File: src/rtl/obstacle_spawner_if.sv
// Handshake bundle between the game control, the spawn scheduler and the cactus object.
// The master drives frame/enable/active and the slave answers with the spawn request.
interface obstacle_spawner_if;
  logic       next_frame_i;
  logic       enable_i;
  logic       obstacle_active_i;
  logic       spawn_o;
  logic [1:0] rand_o;
  logic [7:0] spawn_count_o;

  modport master (
    output next_frame_i, enable_i, obstacle_active_i,
    input  spawn_o, rand_o, spawn_count_o
  );

  modport slave (
    input  next_frame_i, enable_i, obstacle_active_i,
    output spawn_o, rand_o, spawn_count_o
  );
endinterface

File: src/rtl/obstacle_spawner.sv
// Obstacle spawn scheduler: a free-running LFSR picks a randomized frame gap, after which
// a spawn request with a stable variant is held until the obstacle reports it went active.
module obstacle_spawner #(
  parameter logic [15:0] LFSR_SEED      = 16'hACE1,
  parameter int          MIN_GAP        = 30,
  parameter int          GAP_RANGE_LOG2 = 6
) (
  input  logic                clk_i,
  input  logic                rst_ni,
  obstacle_spawner_if.slave   bus
);

  localparam logic [15:0] SEED_EFF   = (LFSR_SEED == 16'h0000) ? 16'h0001 : LFSR_SEED;
  localparam logic [7:0]  EXTRA_MASK = 8'((1 << GAP_RANGE_LOG2) - 1);

  typedef enum logic [1:0] {
    IDLE  = 2'd0,
    GAP   = 2'd1,
    ARMED = 2'd2
  } state_t;

  state_t      state_q, state_d;
  logic [15:0] lfsr_q;
  logic [9:0]  gap_q, gap_d;
  logic [1:0]  rand_q, rand_d;
  logic [7:0]  cnt_q, cnt_d;
  logic        spawn_q, spawn_d;
  logic        active_prev_q;
  logic        ack;
  logic [9:0]  gap_load;

  function automatic logic [15:0] lfsr_step(input logic [15:0] l);
    return {l[0] ^ l[2] ^ l[3] ^ l[5], l[15:1]};
  endfunction

  // Masking the low byte keeps a zero-width random range legal (extra is then always 0).
  assign gap_load = 10'(MIN_GAP) + {2'b00, lfsr_q[7:0] & EXTRA_MASK};
  assign ack      = bus.obstacle_active_i & ~active_prev_q;

  always_ff @(posedge clk_i or negedge rst_ni) begin
    if (!rst_ni) begin
      lfsr_q        <= SEED_EFF;
      active_prev_q <= 1'b0;
    end else begin
      lfsr_q        <= lfsr_step(lfsr_q);
      active_prev_q <= bus.obstacle_active_i;
    end
  end

  always_ff @(posedge clk_i or negedge rst_ni) begin
    if (!rst_ni) begin
      state_q <= IDLE;
      gap_q   <= '0;
      rand_q  <= '0;
      cnt_q   <= '0;
      spawn_q <= 1'b0;
    end else begin
      state_q <= state_d;
      gap_q   <= gap_d;
      rand_q  <= rand_d;
      cnt_q   <= cnt_d;
      spawn_q <= spawn_d;
    end
  end

  // Disable dominates any acknowledge or frame pulse arriving in the same cycle.
  always_comb begin
    state_d = state_q;
    gap_d   = gap_q;
    rand_d  = rand_q;
    cnt_d   = cnt_q;
    if (!bus.enable_i) begin
      state_d = IDLE;
      gap_d   = '0;
    end else begin
      unique case (state_q)
        IDLE: begin
          gap_d   = gap_load;
          state_d = GAP;
        end
        GAP: begin
          if (gap_q == 10'd0) begin
            state_d = ARMED;
            rand_d  = lfsr_q[1:0];
          end else if (bus.next_frame_i) begin
            gap_d = gap_q - 10'd1;
          end
        end
        ARMED: begin
          if (ack) begin
            cnt_d   = cnt_q + 8'd1;
            gap_d   = gap_load;
            state_d = GAP;
          end
        end
        default: begin
          state_d = IDLE;
          gap_d   = '0;
        end
      endcase
    end
    spawn_d = (state_d == ARMED);
  end

  assign bus.spawn_o       = spawn_q;
  assign bus.rand_o        = rand_q;
  assign bus.spawn_count_o = cnt_q;

endmodule

File: src/flat_wrapper.sv
// flat-port wrapper written by rule: the top's interface ports become plain ports
module obstacle_spawner_flat 
#(
  parameter logic [15:0] LFSR_SEED      = 16'hACE1,
  parameter int          MIN_GAP        = 30,
  parameter int          GAP_RANGE_LOG2 = 6
)
  (clk_i, rst_ni, bus_next_frame_i, bus_enable_i, bus_obstacle_active_i, bus_spawn_o, bus_rand_o, bus_spawn_count_o);
  obstacle_spawner_if bus_i ();
  input  logic clk_i;
  input  logic rst_ni;
  input wire logic [$bits(bus_i.next_frame_i)-1:0] bus_next_frame_i;
  input wire logic [$bits(bus_i.enable_i)-1:0] bus_enable_i;
  input wire logic [$bits(bus_i.obstacle_active_i)-1:0] bus_obstacle_active_i;
  output wire logic [$bits(bus_i.spawn_o)-1:0] bus_spawn_o;
  output wire logic [$bits(bus_i.rand_o)-1:0] bus_rand_o;
  output wire logic [$bits(bus_i.spawn_count_o)-1:0] bus_spawn_count_o;
  assign bus_i.next_frame_i = bus_next_frame_i;
  assign bus_i.enable_i = bus_enable_i;
  assign bus_i.obstacle_active_i = bus_obstacle_active_i;
  assign bus_spawn_o = bus_i.spawn_o;
  assign bus_rand_o = bus_i.rand_o;
  assign bus_spawn_count_o = bus_i.spawn_count_o;
  obstacle_spawner #(.LFSR_SEED(LFSR_SEED), .MIN_GAP(MIN_GAP), .GAP_RANGE_LOG2(GAP_RANGE_LOG2)) u_core (.clk_i(clk_i), .rst_ni(rst_ni), .bus(bus_i));
endmodule
File: config.mk
export PLATFORM = sky130hd
export DESIGN_NAME = obstacle_spawner_flat
export DESIGN_NICKNAME = d
export VERILOG_FILES = /design/src/rtl/obstacle_spawner_if.sv /design/src/rtl/obstacle_spawner.sv /design/src/flat_wrapper.sv
export SDC_FILE = /design/constraint.sdc
export NUM_CORES = 1
export LEC_CHECK = 0
export CAP_MARGIN = 20
export CORE_ASPECT_RATIO = 0.5
export CORE_UTILIZATION = 55
export CTS_CLUSTER_DIAMETER = 80
export CTS_CLUSTER_SIZE = 20
export DETAILED_ROUTE_END_ITERATION = 10
export DONT_BUFFER_PORTS = 1
export PLACE_DENSITY = 0.73
export RECOVER_POWER = 100
export SLEW_MARGIN = 20
export SYNTH_ARGS = -nofsm -noshare
export SYNTH_HDL_FRONTEND = slang
export SYNTH_SLANG_ARGS = --single-unit
File: constraint.sdc
create_clock -name clk_i -period 2.35 [get_ports clk_i]
set_input_delay 0.235 -clock clk_i [delete_from_list [all_inputs] [get_ports clk_i]]
set_output_delay 0.235 -clock clk_i [all_outputs]
set_load 0.005 [all_outputs]
==> impl_results.md <==
- Status: finished, final reports clean
- All-Layer GR Usage: 23.8%
- Worst-Skew Late Latency: 300 ps
- VDD IR max: 0.536 mV
- Avg Inst Size Synth: 11.3 um^2
- Hold Buf Count CTS: 3
- Final hold viol count: 0
- DIE WIDTH: 83.4 um
- CTS Buffer Depth: 2
- Postcts setup bufs: 0
- Largest net degree at the start of global routing: 41
- Final setup violation count: 0
- Critical Path RT: 2520 ps
- Num ports: 16
- Worst slew pin tran: 973 ps
- R2R Setup Slk: 100 ps
- ANT cells: 0
- Flops & latches, synth: 40
- Max-slew headroom: 35.2%
- Vias in the first global route: 1289
- Power density over cell area: 1050 nW/um^2
- Initial Util: 59.1%
- Startpoint types: register
- Worst Path Max Fanout: 7
- Synth Warn #: 0
- Post-CTS Resized: 0
- DP Area: 1870 um^2
- Clk slew on worst S/H paths: 80 ps
- Avg Vias per Cell: 6.26
- TritonCTS Buffers: 5
- Drt drc: 0
- Final nets: 175
- Drt pass-1 iters: 4
- GPL Wtd Cong: 0.888
- Synth-to-Final Area Change: 8.99%
- WP data arrival: 2420 ps
- Layout cells sized above 1: 16.1%
- Cell area after technology mapping: 1820 um^2
- IO Port Bufs: 0
- DP HPWL: 2490 um
- Final min period: 2250 ps
- Final ANT Viol Nets: 0
- Global-route wire length before repair: 6290 um
- Fin. max-slew vios: 0
- Final TNS setup: 0 ps
- H-tree levels: 2
- Clk sinks: 40
- HP Class: in2reg
- Grt total ovfl: 0
- Routed WL per cell: 17.8 um
- Achievable Freq: 444 MHz
- Routed vias: 1302
- Crit Path Category: reg2reg
- Worst setup EP type: register
- Max-cap viol count: 0
- RSZ-0062 raised after global routing: false
- CTS root buffer: clkbuf_8
- Clock Skews: 8.73 ps
- WL final: 3710 um
- Initial antenna violation count: 0
- Synth unique cells: 43
- Core area: 3080 um^2
- Synth Instances: 161
- # rows: 14
- Die Y: 42.7 um
- Period Utilization, post-route: 95.8%
- Final Cell Area: 1990 um^2
- Mapped Nets: 169
- DRT iter0 DRCs: 168
- Post-synthesis sequential area ratio: 55.5%
- Static leakage: 0.000901 uW
- Die area: 3560 um^2
- CTS tree: built
registers in the layout, indices dropped and copies added, names as in the netlist:
name                      flops
u_core.bus.spawn_o            1
u_core.bus.rand_o             2
u_core.state_q                2
u_core.lfsr_q                16
u_core.active_prev_q          1
u_core.bus.spawn_count_o      8
u_core.gap_q                 10
where the power goes:
part | internal, uW | switching, uW
clock | 237 | 247
combinational | 303 | 415
sequential | 775 | 111
total | 1310 | 772
final cells by class:
class,count,area (um^2)
Clock buffer,6,82.6
Multi-Input combinational cell,99,716
Clock inverter,2,15.0
Inverter,12,45.0
Timing Repair Buffer,9,67.6
Tap cell,40,50.0
Fill cell,241,1100
Sequential cell,40,1010
Yosys cell counts (all sizes together):
master	n	area share, %
nand3b	2	0.82
dfrtp	32	44
mux2	3	2.3
xor2	6	2.9
nand2	2	0.41
a21oi	5	1.4
a22oi	1	0.41
nand3	4	1.1
o21a	1	0.41
a22o	1	0.48
nor2	10	2.1
o32a	2	1.1
ha	3	2.1
o21ai	1	0.27
o2bb2ai	5	2.4
nand4	3	1.0
or4	2	1.0
and3	2	0.69
dfstp	8	12
a41oi	1	0.48
a211o	1	0.48
buf	3	1.1
xnor2	7	3.4
nor3	7	1.9
nor2b	1	0.34
nor3b	1	0.41
o22ai	5	1.7
a31oi	4	1.4
mux2i	1	0.55
or4b	1	0.75
inv	12	2.5
a211oi	8	3.3
nor4	3	1.4
a2bb2oi	1	0.48
nand2b	3	1.0
clkbuf	7	1.5
a41o	2	1.1
metal layers:
metal / global-route usage [%] / wire length [um]
met4: 12.5 / 74
met3: 7.00 / 322
met5: 0 / 0
met1: 33.9 / 1770
met2: 33.3 / 1540
worst paths after layout:
kind,startpoint,end,cells past startpoint
max in group asynchronous,rst_ni,u_core.bus.spawn_count_o[0],2
worst min-delay path,bus_enable_i,u_core.state_q[0],1
worst max-delay path,u_core.gap_q[1],u_core.bus.rand_o[0],5
min in group asynchronous,rst_ni,u_core.gap_q[8],2
worst max register to register,u_core.gap_q[1],u_core.bus.rand_o[0],5
worst min register to register,u_core.lfsr_q[8],u_core.lfsr_q[7],0
layout by cell type (no fill, tap or decap), types with 3 or more instances in the layout:
cell / instances
a211oi_1: 8
a21oi_1: 5
a31oi_1: 4
buf_4: 5
clkbuf_8: 6
dfrtp_1: 32
dfstp_2: 7
ha_1: 3
inv_1: 12
nand2b_1: 3
nand3_1: 4
nand4_1: 3
nor2_1: 10
nor3_1: 7
o22ai_1: 5
o2bb2ai_1: 5
xnor2_1: 7
xor2_1: 6
metrics by stage:
step	setup WS, ps	hold WS [ps]	util (%)	cells	total power [uW]
floorplan	145	-60.6	-	161	1410
finish	99.5	51.3	64.4	208	2090
detailed placement	143	-59.8	60.7	197	1580
global route	15.4	52.9	64.4	208	2210
global placement	222	-59.9	60.7	197	1570
CTS	130	43.9	65.1	208	2090
cells by family (layout without fill, tap and decap cells):
| kind of cell | count (synthesis) | count (layout) | synth area share, % |
|---|---|---|---|
| multiplexers | 4 | 4 | 2.81 |
| flip-flops | 40 | 40 | 55.5 |
| buffers and inverters | 22 | 29 | 5.08 |
| AO/OA/AOI/OAI | 38 | 38 | 15.4 |
| adder cells (fa/ha/maj) | 3 | 3 | 2.06 |
| XOR/XNOR | 13 | 13 | 6.25 |
| AND/OR/NAND/NOR | 41 | 41 | 13.0 |
worst max-delay path: stages (launching register included):
cell	delay, ps
dfrtp_1	410
inv_1	90
ha_1	160
or4b_4	520
or4_4	580
mux2_1	360
Power figures use the tool's default switching activity.
